File: src/rtl/tty_display_if.sv
// Bundle between the IO block and the TTY display controller: character handshake,
// frame-buffer write port and the cursor/scroll status the video side needs.
interface tty_display_if #(
    parameter int ADDR_W = 11
);
    logic [6:0]        TTY_data;
    logic              TTY_en;
    logic              TTY_clear;
    logic              TTY_ready;
    logic              fb_we;
    logic [ADDR_W-1:0] fb_addr;
    logic [6:0]        fb_data;
    logic [5:0]        cursor_col;
    logic [4:0]        cursor_row;
    logic [4:0]        top_row;

    modport master (
        output TTY_data, TTY_en, TTY_clear,
        input  TTY_ready, fb_we, fb_addr, fb_data, cursor_col, cursor_row, top_row
    );

    modport slave (
        input  TTY_data, TTY_en, TTY_clear,
        output TTY_ready, fb_we, fb_addr, fb_data, cursor_col, cursor_row, top_row
    );
endinterface

File: src/rtl/tty_display_ctrl.sv
// TTY responder: turns ASCII strobes into frame-buffer writes, tracks the cursor and scrolls by
// rotating top_row. Backspace handling is compiled in when TTY_BACKSPACE_EN is defined.
module tty_display_ctrl #(
    parameter int         COLS   = 40,
    parameter int         ROWS   = 30,
    parameter int         ADDR_W = 11,
    parameter logic [6:0] BLANK  = 7'h20
) (
    input logic          clk,
    input logic          reset,
    tty_display_if.slave bus
);
    localparam logic [5:0]        LAST_COL  = 6'(COLS - 1);
    localparam logic [4:0]        LAST_ROW  = 5'(ROWS - 1);
    localparam logic [5:0]        ROWS_W6   = 6'(ROWS);
    localparam logic [ADDR_W-1:0] LAST_CELL = ADDR_W'(COLS * ROWS - 1);
    localparam logic [ADDR_W-1:0] LAST_SCRL = ADDR_W'(COLS - 1);

    typedef enum logic [1:0] {S_IDLE, S_WRITE, S_SCROLL, S_CLEAR} state_t;

    state_t            state, state_n;
    logic [5:0]        col, col_n;
    logic [4:0]        row, row_n;
    logic [4:0]        top, top_n;
    logic [ADDR_W-1:0] sweep, sweep_n;
    logic [6:0]        char_q;

    logic              we;
    logic [5:0]        wr_col;
    logic [4:0]        wr_row;
    logic [6:0]        wr_data;
    logic [5:0]        row_sum;
    logic [5:0]        phys_row;
    logic [4:0]        top_inc;
    logic              is_print;
    logic              is_lf;
    logic              is_cr;
`ifdef TTY_BACKSPACE_EN
    logic              is_bs;
    assign is_bs    = (char_q == 7'h08);
`endif

    assign is_print = (char_q >= 7'h20) && (char_q != 7'h7F);
    assign is_lf    = (char_q == 7'h0A);
    assign is_cr    = (char_q == 7'h0D);
    assign top_inc  = (top == LAST_ROW) ? 5'd0 : top + 5'd1;

    always_ff @(posedge clk) begin
        if (reset) begin
            state  <= S_CLEAR;
            col    <= '0;
            row    <= '0;
            top    <= '0;
            sweep  <= '0;
            char_q <= BLANK;
        end else begin
            state <= state_n;
            col   <= col_n;
            row   <= row_n;
            top   <= top_n;
            sweep <= sweep_n;
            if (state == S_IDLE && bus.TTY_en)
                char_q <= bus.TTY_data;
        end
    end

    // The write position defaults to the cursor; SCROLL and backspace redirect it.
    always_comb begin
        state_n = state;
        col_n   = col;
        row_n   = row;
        top_n   = top;
        sweep_n = sweep;
        we      = 1'b0;
        wr_col  = col;
        wr_row  = row;
        wr_data = BLANK;

        case (state)
            S_IDLE: begin
                if (bus.TTY_en)
                    state_n = S_WRITE;
            end
            S_WRITE: begin
                state_n = S_IDLE;
                if (is_print) begin
                    we      = 1'b1;
                    wr_data = char_q;
                    if (col == LAST_COL) begin
                        col_n = '0;
                        if (row == LAST_ROW) begin
                            top_n   = top_inc;
                            sweep_n = '0;
                            state_n = S_SCROLL;
                        end else begin
                            row_n = row + 5'd1;
                        end
                    end else begin
                        col_n = col + 6'd1;
                    end
                end else if (is_lf) begin
                    col_n = '0;
                    if (row == LAST_ROW) begin
                        top_n   = top_inc;
                        sweep_n = '0;
                        state_n = S_SCROLL;
                    end else begin
                        row_n = row + 5'd1;
                    end
                end else if (is_cr) begin
                    col_n = '0;
                end
`ifdef TTY_BACKSPACE_EN
                else if (is_bs) begin
                    if (col != 6'd0) begin
                        col_n  = col - 6'd1;
                        wr_col = col - 6'd1;
                        we     = 1'b1;
                    end else if (row != 5'd0) begin
                        col_n  = LAST_COL;
                        row_n  = row - 5'd1;
                        wr_col = LAST_COL;
                        wr_row = row - 5'd1;
                        we     = 1'b1;
                    end
                end
`endif
            end
            S_SCROLL: begin
                // top_row already advanced, so the cursor row is the new bottom physical row.
                we     = 1'b1;
                wr_col = 6'(sweep);
                if (sweep == LAST_SCRL) begin
                    sweep_n = '0;
                    state_n = S_IDLE;
                end else begin
                    sweep_n = sweep + ADDR_W'(1);
                end
            end
            S_CLEAR: begin
                we = 1'b1;
                if (sweep == LAST_CELL) begin
                    sweep_n = '0;
                    state_n = S_IDLE;
                end else begin
                    sweep_n = sweep + ADDR_W'(1);
                end
            end
            default: state_n = S_CLEAR;
        endcase

        if (bus.TTY_clear) begin
            state_n = S_CLEAR;
            col_n   = '0;
            row_n   = '0;
            top_n   = '0;
            sweep_n = '0;
        end
    end

    // Modular row add by conditional subtract keeps fb_addr inside the COLS*ROWS window.
    always_comb begin
        row_sum  = {1'b0, top} + {1'b0, wr_row};
        phys_row = (row_sum >= ROWS_W6) ? row_sum - ROWS_W6 : row_sum;
    end

    assign bus.fb_addr    = (state == S_CLEAR) ? sweep
                          : ADDR_W'(int'(phys_row) * COLS + int'(wr_col));
    assign bus.fb_we      = we & ~reset;
    assign bus.fb_data    = wr_data;
    assign bus.TTY_ready  = (state == S_IDLE) & ~reset;
    assign bus.cursor_col = col;
    assign bus.cursor_row = row;
    assign bus.top_row    = top;
endmodule

File: src/flat_wrapper.sv
// flat-port wrapper written by rule: the top's interface ports become plain ports
module tty_display_ctrl_flat 
#(
    parameter int         COLS   = 40,
    parameter int         ROWS   = 30,
    parameter int         ADDR_W = 11,
    parameter logic [6:0] BLANK  = 7'h20
)
  (clk, reset, bus_TTY_data, bus_TTY_en, bus_TTY_clear, bus_TTY_ready, bus_fb_we, bus_fb_addr, bus_fb_data, bus_cursor_col, bus_cursor_row, bus_top_row);
  tty_display_if #(.ADDR_W(ADDR_W)) bus_i ();
  input logic clk;
  input logic reset;
  input wire logic [$bits(bus_i.TTY_data)-1:0] bus_TTY_data;
  input wire logic [$bits(bus_i.TTY_en)-1:0] bus_TTY_en;
  input wire logic [$bits(bus_i.TTY_clear)-1:0] bus_TTY_clear;
  output wire logic [$bits(bus_i.TTY_ready)-1:0] bus_TTY_ready;
  output wire logic [$bits(bus_i.fb_we)-1:0] bus_fb_we;
  output wire logic [$bits(bus_i.fb_addr)-1:0] bus_fb_addr;
  output wire logic [$bits(bus_i.fb_data)-1:0] bus_fb_data;
  output wire logic [$bits(bus_i.cursor_col)-1:0] bus_cursor_col;
  output wire logic [$bits(bus_i.cursor_row)-1:0] bus_cursor_row;
  output wire logic [$bits(bus_i.top_row)-1:0] bus_top_row;
  assign bus_i.TTY_data = bus_TTY_data;
  assign bus_i.TTY_en = bus_TTY_en;
  assign bus_i.TTY_clear = bus_TTY_clear;
  assign bus_TTY_ready = bus_i.TTY_ready;
  assign bus_fb_we = bus_i.fb_we;
  assign bus_fb_addr = bus_i.fb_addr;
  assign bus_fb_data = bus_i.fb_data;
  assign bus_cursor_col = bus_i.cursor_col;
  assign bus_cursor_row = bus_i.cursor_row;
  assign bus_top_row = bus_i.top_row;
  tty_display_ctrl #(.COLS(COLS), .ROWS(ROWS), .ADDR_W(ADDR_W), .BLANK(BLANK)) u_core (.clk(clk), .reset(reset), .bus(bus_i));
endmodule
File: config.mk
export PLATFORM = sky130hd
export DESIGN_NAME = tty_display_ctrl_flat
export DESIGN_NICKNAME = d
export VERILOG_FILES = /design/src/rtl/tty_display_if.sv /design/src/rtl/tty_display_ctrl.sv /design/src/flat_wrapper.sv
export SDC_FILE = /design/constraint.sdc
export NUM_CORES = 1
export LEC_CHECK = 0
export ABC_AREA = 1
export CAP_MARGIN = 20
export CELL_PAD_IN_SITES_DETAIL_PLACEMENT = 1
export CELL_PAD_IN_SITES_GLOBAL_PLACEMENT = 2
export CORE_ASPECT_RATIO = 2
export CORE_MARGIN = 8
export CORE_UTILIZATION = 32
export CTS_CLUSTER_SIZE = 14
export DETAILED_ROUTE_END_ITERATION = 12
export PLACE_DENSITY_LB_ADDON = 0.1
export SLEW_MARGIN = 20
export SYNTH_ARGS = -nofsm -noshare
export SYNTH_HDL_FRONTEND = slang
export SYNTH_SLANG_ARGS = --single-unit
File: constraint.sdc
create_clock -name clk -period 8.15 [get_ports clk]
set_clock_uncertainty 0.15 [all_clocks]
set_input_delay 1.63 -clock clk [delete_from_list [all_inputs] [get_ports clk]]
set_output_delay 1.63 -clock clk [all_outputs]
set_load 0.02 [all_outputs]
# After elaboration in Yosys (flattened, before gate mapping)
# Index checks and enable logic that the tools add are counted.
# totals
regBits	36
inputBits	11
out_inout_bits	36
word_cells	83
# op_classes
addsub	7
multipliers	1
n_lt_le_gt_ge	2
n_eq_ne	17
n_mux	35
bitwise_logic	3
n_reduce_logical	12
# op_table
operator	n
11-bit 2-to-1 mux	7
5-bit 2-to-1 mux	9
6-bit 2-to-1 mux	6
11-bit case mux with 3 select lines	1
7-bit by 4-bit == test with 1-bit output, second input constant	2
2-bit 2-to-1 mux	7
7-bit 2-to-1 mux	2
11-bit by 1-bit adder with 11-bit output, second input constant	1
11-bit by 7-bit adder with 11-bit output	1
11-bit == test, second input constant	1
11-bit by 6-bit == test with 1-bit output, second input constant	1
5-bit by 1-bit adder with 5-bit output, second input constant	2
5-bit == test, second input constant	2
3-bit AND reduction	3
6-bit by 3-bit multiplier with 8-bit output, second input constant	1
2-bit case mux with 4 select lines	1
7-bit by 6-bit greater-or-equal comparator with 1-bit output, second input constant	1
7-bit != test, second input constant	1
5-bit by 5-bit adder with 6-bit output	1
6-bit by 1-bit adder with 6-bit output, second input constant	1
6-bit == test, second input constant	1
6-bit by 5-bit greater-or-equal comparator with 1-bit output, second input constant	1
3-bit nonzero test	2
6-bit by 5-bit subtractor with 6-bit output, second input constant	1
other kinds (15)	21

# Depth between registers and ports, before layout
# Gate-level depths: netlist (run 1).
# logic_depth
depth_word	6
ltp_mapped	27
depth_no_buf	27

# Worst setup path before layout (run 1)
# No wires, ideal clock.
# synth_path
path_kind	reg-to-output
startpoint	register u_core.top[0] (netlist: u_core.bus.top_row[0])
endpoint	output bus_fb_addr[10]
arrival_time_ps	3628
required_time_ps	6370
slack_ps	2742
stages_incl_launch_ff	21
n_path_buf	0
path_cell_list	dfxtp_1 ha_1 fa_1 inv_1 nor2_2 nand3_2 nor2_4 nor2_4 xor2_2 ha_1 ha_1 fa_1 nand2_1 nand3b_1 nor2_1 nand2_1 nand2_1 nand2_1 nand3_1 nand3_1 nand2_1
# synth_between
elab_chain_len	6
elab_cells_between_ends	7
classes_between	3 x add/sub; 1 x mul; 1 x order compare; 2 x mux
# synth_lines
element	line	text
from (decl)	tty_display_ctrl.sv:24	logic [4:0] top, top_n;
from (signal assigned)	tty_display_ctrl.sv:60	top <= top_n;
5-bit by 5-bit adder with 6-bit output (*)	tty_display_ctrl.sv:163	row_sum = {1'b0, top} + {1'b0, wr_row};
6-bit by 5-bit subtractor with 6-bit output / 6-bit by 5-bit greater-or-equal comparator with 1-bit output (equally long branches)	tty_display_ctrl.sv:164	phys_row = (row_sum >= ROWS_W6) ? row_sum - ROWS_W6 : row_sum;
6-bit 2-to-1 mux (*)	tty_display_ctrl.sv:164	
6-bit by 3-bit multiplier with 8-bit output (*)	tty_display_ctrl.sv:168	: ADDR_W'(int'(phys_row) * COLS + int'(wr_col));
11-bit by 7-bit adder with 11-bit output (*)	tty_display_ctrl.sv:168	
11-bit 2-to-1 mux (*)	tty_display_ctrl.sv:167	assign bus.fb_addr = (state == S_CLEAR) ? sweep
to (decl)	flat_wrapper.sv:18	output wire logic [$bits(bus_i.fb_addr)-1:0] bus_fb_addr;
# Mark *: on every way between the ends. The rest lies on a longest branch, timed or not.

# Worst setup path after layout (run 1)
# layout_path
startpoint	register u_core.row[0] (netlist: u_core.bus.cursor_row[0])
endpoint	output bus_fb_addr[10]
# layout_between
elab_chain_len	6
elab_cells_between_ends	7
classes_between	3 x add/sub; 1 x mul; 1 x order compare; 2 x mux
# layout_lines
element	line	text
from (decl)	tty_display_ctrl.sv:23	logic [4:0] row, row_n;
from (signal assigned)	tty_display_ctrl.sv:59	row <= row_n;
5-bit by 5-bit adder with 6-bit output (*)	tty_display_ctrl.sv:163	
6-bit by 5-bit subtractor with 6-bit output / 6-bit by 5-bit greater-or-equal comparator with 1-bit output (equally long branches)	tty_display_ctrl.sv:164	
6-bit 2-to-1 mux (*)	tty_display_ctrl.sv:164	
6-bit by 3-bit multiplier with 8-bit output (*)	tty_display_ctrl.sv:168	
11-bit by 7-bit adder with 11-bit output (*)	tty_display_ctrl.sv:168	
11-bit 2-to-1 mux (*)	tty_display_ctrl.sv:167	
# Marks and branches as above.

==> results of run 1 <==
## worst max-delay path, cell delays in order (launching register included)
cell	delay [ps]
dfxtp_1	480
ha_1	260
fa_1	460
inv_1	150
nor2_2	60
nand3_2	100
nor2_4	50
nor2_4	160
xor2_2	210
ha_1	270
ha_1	240
fa_1	550
nand2_1	80
nand3b_1	150
nor2_1	190
nand2_1	80
nand2_1	60
nand2_1	60
nand3_1	80
nand3_1	90
nand2_1	70
clkdlybuf4s50_1	600
## power by group through the flow
stage                     sequential, mW  combinational [mW]  clock [mW]
final                              0.177              0.0136       0.187
after global placement             0.181              0.0140           0
after floorplan                    0.181             0.00548           0
after detailed placement           0.181              0.0140           0
after CTS                          0.177              0.0140       0.193
after global routing               0.177              0.0152       0.198
## synthesized netlist by cell type, drive strengths merged, types with 6 or more instances
| library cell | count |
|---|---|
| nand2 | 117 |
| inv | 65 |
| nand3 | 50 |
| nor2 | 44 |
| a21oi | 39 |
| dfxtp | 36 |
| o21ai | 23 |
| ha | 22 |
| xor2 | 12 |
| nand4 | 11 |
| nor3 | 10 |
| buf | 6 |
| xnor2 | 6 |
## cells by family after synthesis
| family | after synthesis |
|---|---|
| and+or+nand+nor | 241 |
| DFF | 36 |
| adders and majority gates | 25 |
| buffers and inverters | 76 |
| xor gates and xnor gates | 18 |
| AOI/OAI and AO/OA | 71 |
## registers in the layout, summed over array words and instances (netlist names)
name                   count
u_core.sweep              11
u_core.bus.top_row         5
u_core.bus.cursor_row      5
u_core.state               2
u_core.bus.cursor_col      6
u_core.char_q              7
## routing by layer
| metal | track usage, % | wire [um] | up-vias |
|---|---|---|---|
| li1 | - | - | 1610 |
| met1 | 15.08 | 3798 | 1515 |
| met2 | 32.57 | 5828 | 46 |
| met3 | 2.442 | 232 | 12 |
| met4 | 5.479 | 200 | 0 |
| met5 | 0 | 0 | - |
## per-stage QoR
stage | total power, mW | setup WS [ps]
6_report | 0.3775 | 1664
5_1_grt | 0.3907 | 1306
4_1_cts | 0.3841 | 1582
3_5_place_dp | 0.1950 | 1888
3_3_place_gp | 0.1949 | 1960
2_1_floorplan | 0.1863 | 2742
## worst min-delay path by stage
stage	cells after the start	slack [ps]	to
2_1_floorplan	2	310	u_core.char_q[3]$_SDFFE_PP0P_
3_3_place_gp	2	350	u_core.char_q[3]$_SDFFE_PP0P_
3_5_place_dp	2	370	u_core.char_q[3]$_SDFFE_PP0P_
4_1_cts	2	370	u_core.char_q[3]$_SDFFE_PP0P_
5_1_grt	2	410	u_core.char_q[3]$_SDFFE_PP0P_
6_report	2	370	u_core.char_q[3]$_SDFFE_PP0P_
## layout make-up
| cell class | instances | area [sq um] |
|---|---|---|
| Multi-Input combinational cell | 355 | 2032 |
| Sequential cell | 36 | 720.7 |
| Clock inverter | 1 | 5.005 |
| Inverter | 66 | 247.7 |
| Fill cell | 1235 | 5597 |
| Clock buffer | 6 | 128.9 |
| Timing Repair Buffer | 46 | 460.4 |
| Tap cell | 104 | 130.1 |
==> results.yml, run 1 <==
status:
  status: "completed"
clock_network:
  root_buffer: "clkbuf_16"
  clk_pin_slew_worst_paths_ps: 50
  clock_sinks: 36
  h-tree-depth: 2
  clk_path_buf_depth: 2
  clk_latency_ps: 280
  cts_tree: "yes"
  cts_buffers: 5
  post_cts_buffers: 0
  ctsResizeCount: 0
  ctsHoldBuffers: 0
routing:
  routedWlPerCell_um: 16.38
  dr.pass1.iters: 4
  drc: 0
  drtIter0Drc: 105
  drt-total-wl_um: 10060
  ant_nets: 0
  vias_per_cell: 5.184
  via_count: 3183
grt:
  grt_first_pass_wirelength_um: 16710
  grt-ovfl-total: 0
  track_usage_pct: 15.95
  grt_pass1_vias: 3399
  grt_start_max_net_pins: 26
  grt_antenna_before_repair: 0
logic_synthesis:
  syn-mean-instance-area_sq_um: 6.553
  yosys.area.top_type: "dfxtp_1"
  async_flop_share_pct: 0
  synthAdderAreaFrac_pct: 10.96
  synth_edf_count: 0
  synth-xor-area-share_pct: 5.397
  synth_seq_cells: 36
  synth.top_cell.area_share_pct: 23.55
  postSynthCellCount: 467
  synth-main-ff-cell: "dfxtp_1"
  ys_types: 40
  synth_compound_area_share_pct: 13.08
  ys_warn_count: 0
  synthSimpleGateAreaFrac_pct: 36.96
  syn_nets: 503
  synth_top_family_by_area: "simple AND/OR/NAND/NOR gates"
  muxShareOfSynthArea_pct: 0
  synth_area_leaders: "dfxtp_1 24%, nand2_1 13%, ha_1 9.0%"
  yosysSeqAreaShare_pct: 23.55
  synthesis.area_sq_um: 3060
sta:
  fin_tns_setup_ps: 0
  min_period_ps: 6486
  hold_violations: 0
  setup_viol_count_final: 0
  finalCritPeriodShare_pct: 79.58
  rsz0062_at_grt: "no"
  worst_slew_pin_slew_ps: 907.5
  max_freq_ghz: 0.1542
  slew_violations: 0
  relSlewSlack_pct: 39.44
  hold-worst-slack_ps: 367.0
critical_path:
  critPathLaunchType: "flip-flop"
  worstSetupEndpoint: "bus_fb_addr[10]"
  r2r_start: "u_core.state[1]$_SDFFE_PP1P_"
  arrival_ps: 4710
  cp-startpoint: "u_core.bus.cursor_row[0]$_SDFFE_PP0P_"
  worstSetupEndpointType: "primary output"
  r2r-end: "u_core.sweep[1]$_SDFFE_PP0P_"
  reg2reg_depth: 6
  crit_type: "flip-flop to primary output"
  cp_max_fo: 7
  worstPathRequired_ps: 6370
  r2r_slack_ps: 5770
floorplanning:
  rows: 50
  die_area_sq_um: 13140
  top_level_ports: 47
  core-area_sq_um: 9321
  die_h_um: 154.3
  start_util_pct: 32.83
  die_w_um: 85.15
pwr:
  pwr-share-comb_pct: 3.6
  p_int_mw: 0.2945
  power_density_nw_per_um2: 101.3
  sequentialPowerShare_pct: 46.9
  p_sw_share_pct: 22.00
  cellLeakagePower_nw: 1.527
  power.switching_mw: 0.08304
  ir_worst_vdd_mv: 0.1116
  p_clk_share_pct: 49.5
flow_run:
  maxCapViolCount: 0
finish:
  fin_cells: 614
  nNetsFinal: 546
  diodes: 0
  drive_above_1_share_pct: 7.059
  fin_area_sq_um: 3725
  syn_to_final_growth_pct: 21.71
  layout_commonest_cell: "nand2_1"
  post-route-util_pct: 39.96
  mostFrequentLayoutCells: "108 x nand2_1, 63 x inv_1, 48 x nand3_1, 46 x clkdlybuf4s50_1"
placement:
  place_hpwl_um: 8317
  gp_congestion: 0.7962
  port_buffers: 46
  place_area_sq_um: 3591
  placed_cells: 607
worst_hold_path:
  hp-start: "u_core.char_q[3]$_SDFFE_PP0P_"
  hold_path_class: "flip-flop to flip-flop"
Power figures use the tool's default switching activity.
==> run 2: changes to the inputs <==
--- a/config.mk
+++ b/config.mk
@@ -11,7 +11,7 @@
 export CELL_PAD_IN_SITES_GLOBAL_PLACEMENT = 2
 export CORE_ASPECT_RATIO = 2
 export CORE_MARGIN = 8
-export CORE_UTILIZATION = 32
+export CORE_UTILIZATION = 27
 export CTS_CLUSTER_SIZE = 14
 export DETAILED_ROUTE_END_ITERATION = 12
 export PLACE_DENSITY_LB_ADDON = 0.1
==> constraint.sdc (replaced) <==
create_clock -name clk -period 5.7 [get_ports clk]
set_clock_uncertainty 0.15 [all_clocks]
set_input_delay 1.14 -clock clk [delete_from_list [all_inputs] [get_ports clk]]
set_output_delay 1.14 -clock clk [all_outputs]
set_load 0.02 [all_outputs]
==> run 2 against run 1 <==
Effect of this change: cell count grew 7.8%; critical path depth is the same; hold slack lost 9.8 ps; via count grew 0.44%; core utilization shrank 5.3 points; combinational power grew 41%; sequential cell count is the same; register-to-register slack lost 2300 ps; clock power grew 87%; non-clock buffer count grew 9; first-iteration DRC count shrank 10%; final area grew 4.4%; critical endpoint unchanged; highest routed layer unchanged.
==> results.yml, run 2 (synthesized netlist as in run 1, its figures left out) <==
finish:
  top_register: "u_core.sweep"
  fin_area_sq_um: 3887
  diodes: 0
  fillCellCount: 1440
  mostFrequentLayoutCells: "108 x nand2_1, 63 x inv_1, 48 x nand3_1, 43 x clkdlybuf4s50_1, 38 x a21oi_1"
  drive_above_1_share_pct: 9.423
  syn_to_final_growth_pct: 27.02
  nNetsFinal: 555
  largest_reg_flops: 11
  layout_commonest_cell: "nand2_1"
critical_path:
  r2r_start: "u_core.bus.cursor_col[0]$_SDFFE_PP0P_"
  cp_max_fo: 5
  arrival_ps: 4110
  crit_buf_inv: 2
  crit_chain: "ha_1 > fa_1 > inv_1 > nor2_2 > nand3_2 > nor2_4 > nor2_4 > xor2_2 > ha_1 > ha_1 > fa_1 > nand2_1 > nand3b_1 > nor2_2 > nand2_1 > nand2_1 > nand2_1 > nand3_1 > nand3_1 > nand2_1 > clkbuf_2"
  cpLargestDelayFamily: "adder cells"
  critPathLaunchType: "flip-flop"
  crit_type: "flip-flop to primary output"
  max_stage_delay_ps: 530
  slowest_stage: "fa_1"
  worst_path_most_repeated_cell: "nand2_1"
  worstSetupEndpointType: "primary output"
  worstPathRequired_ps: 4410
  cp-startpoint: "u_core.bus.top_row[0]$_SDFFE_PP0P_"
routing:
  routedWlPerCell_um: 16.17
  drtIter0Drc: 94
  drc: 0
  vias_per_cell: 4.829
  dr.pass1.iters: 4
  ant_nets: 0
  drt-total-wl_um: 10700
  via_count: 3197
grt:
  grt-ovfl-total: 0
  grt_pass1_vias: 3512
  grt_start_max_net_pins: 26
  track_usage_pct: 14.71
  grt_antenna_before_repair: 0
  grt_first_pass_wirelength_um: 18000
pwr:
  cellLeakagePower_nw: 1.623
  ir_worst_vdd_mv: 0.1146
  power_density_nw_per_um2: 159.7
sta:
  worst_slew_pin_slew_ps: 900.0
  slew_violations: 0
  min_period_ps: 5395
  setup_viol_count_final: 0
  relSlewSlack_pct: 39.94
  hold-worst-slack_ps: 357.2
  max_freq_ghz: 0.1853
  hold_violations: 0
  rsz0062_at_grt: "no"
  fin_tns_setup_ps: 0
  finalCritPeriodShare_pct: 94.66
clock_network:
  clk_pin_slew_worst_paths_ps: 60
  root_buffer: "clkbuf_16"
  ctsHoldBuffers: 0
  cts_buffers: 5
  post_cts_buffers: 0
  ctsResizeCount: 2
  h-tree-depth: 2
  cts_tree: "yes"
  clk_path_buf_depth: 2
  clk_latency_ps: 280
  clock_sinks: 36
floorplanning:
  top_level_ports: 47
  start_util_pct: 27.28
  die_area_sq_um: 15200
  core-area_sq_um: 11220
  die_w_um: 91.28
  die_h_um: 166.6
  rows: 55
placement:
  place_area_sq_um: 3706
  place_hpwl_um: 8803
  gp_congestion: 0.7756
  port_buffers: 46
flow_run:
  maxCapViolCount: 0
worst_hold_path:
  hold_path_class: "flip-flop to flip-flop"
  hp-start: "u_core.char_q[3]$_SDFFE_PP0P_"
status:
  status: "completed"
==> run 2: final timing paths <==
check | end | slack, ps | cells past startpoint
hold / removal | u_core.char_q[3]$_SDFFE_PP0P_ | 360 | 2
hold reg to reg | u_core.char_q[3]$_SDFFE_PP0P_ | 360 | 2
setup / recovery | bus_fb_addr[10] | 300 | 21
setup reg to reg | u_core.bus.top_row[1]$_SDFFE_PP0P_ | 3450 | 8
==> run 2: final cells by class <==
type | instances | area [sq um] | share of cell area (%)
multi-input cells | 355 | 2034 | 52.33
flip-flops and latches | 36 | 720.7 | 18.54
repair buffers | 55 | 524.3 | 13.49
inverters | 66 | 247.7 | 6.373
well taps | 142 | 177.7 | 4.570
clock buffers | 7 | 152.6 | 3.927
clock inverters | 1 | 30.03 | 0.7724
==> run 2: layer usage <==
| layer | vias to the layer above | part of all wire (%) | routed length (um) | track usage, % |
|---|---|---|---|---|
| li1 | 1620 | - | - | - |
| met1 | 1531 | 36 | 3871 | 13.60 |
| met2 | 38 | 60 | 6464 | 31.02 |
| met3 | 8 | 2.2 | 235 | 2.251 |
| met4 | 0 | 1.2 | 131 | 3.733 |
| met5 | - | 0 | 0 | 0 |
==> run 2: worst register-to-register path, stage by stage (launching register included) <==
cell and delay (ps):
dfxtp_1 420, ha_1 250, nand2_1 70, clkinv_1 80, nand4_2 110, o21ai_2 540
nand2_2 220, o21ai_0 210, nor2_1 50
==> run 2: power breakdown <==
group / switching (mW) / internal (mW) / total (mW)
Combinational: 0.00962 / 0.00960 / 0.0192
Clock: 0.118 / 0.231 / 0.349
Sequential: 0.000886 / 0.252 / 0.253
Total: 0.128 / 0.493 / 0.621
==> run 2: through the flow <==
step / utilization (%) / std cells / setup slack (ps) / power, mW
finish: 34.66 / 662 / 304.6 / 0.6209
global route: 34.66 / 662 / 0.9264 / 0.6435
CTS: 34.65 / 662 / 34.88 / 0.6317
detailed placement: 33.04 / 654 / 81.94 / 0.2784
global placement: 33.04 / 654 / 280.1 / 0.2782
floorplan: - / 467 / 781.6 / 0.2664
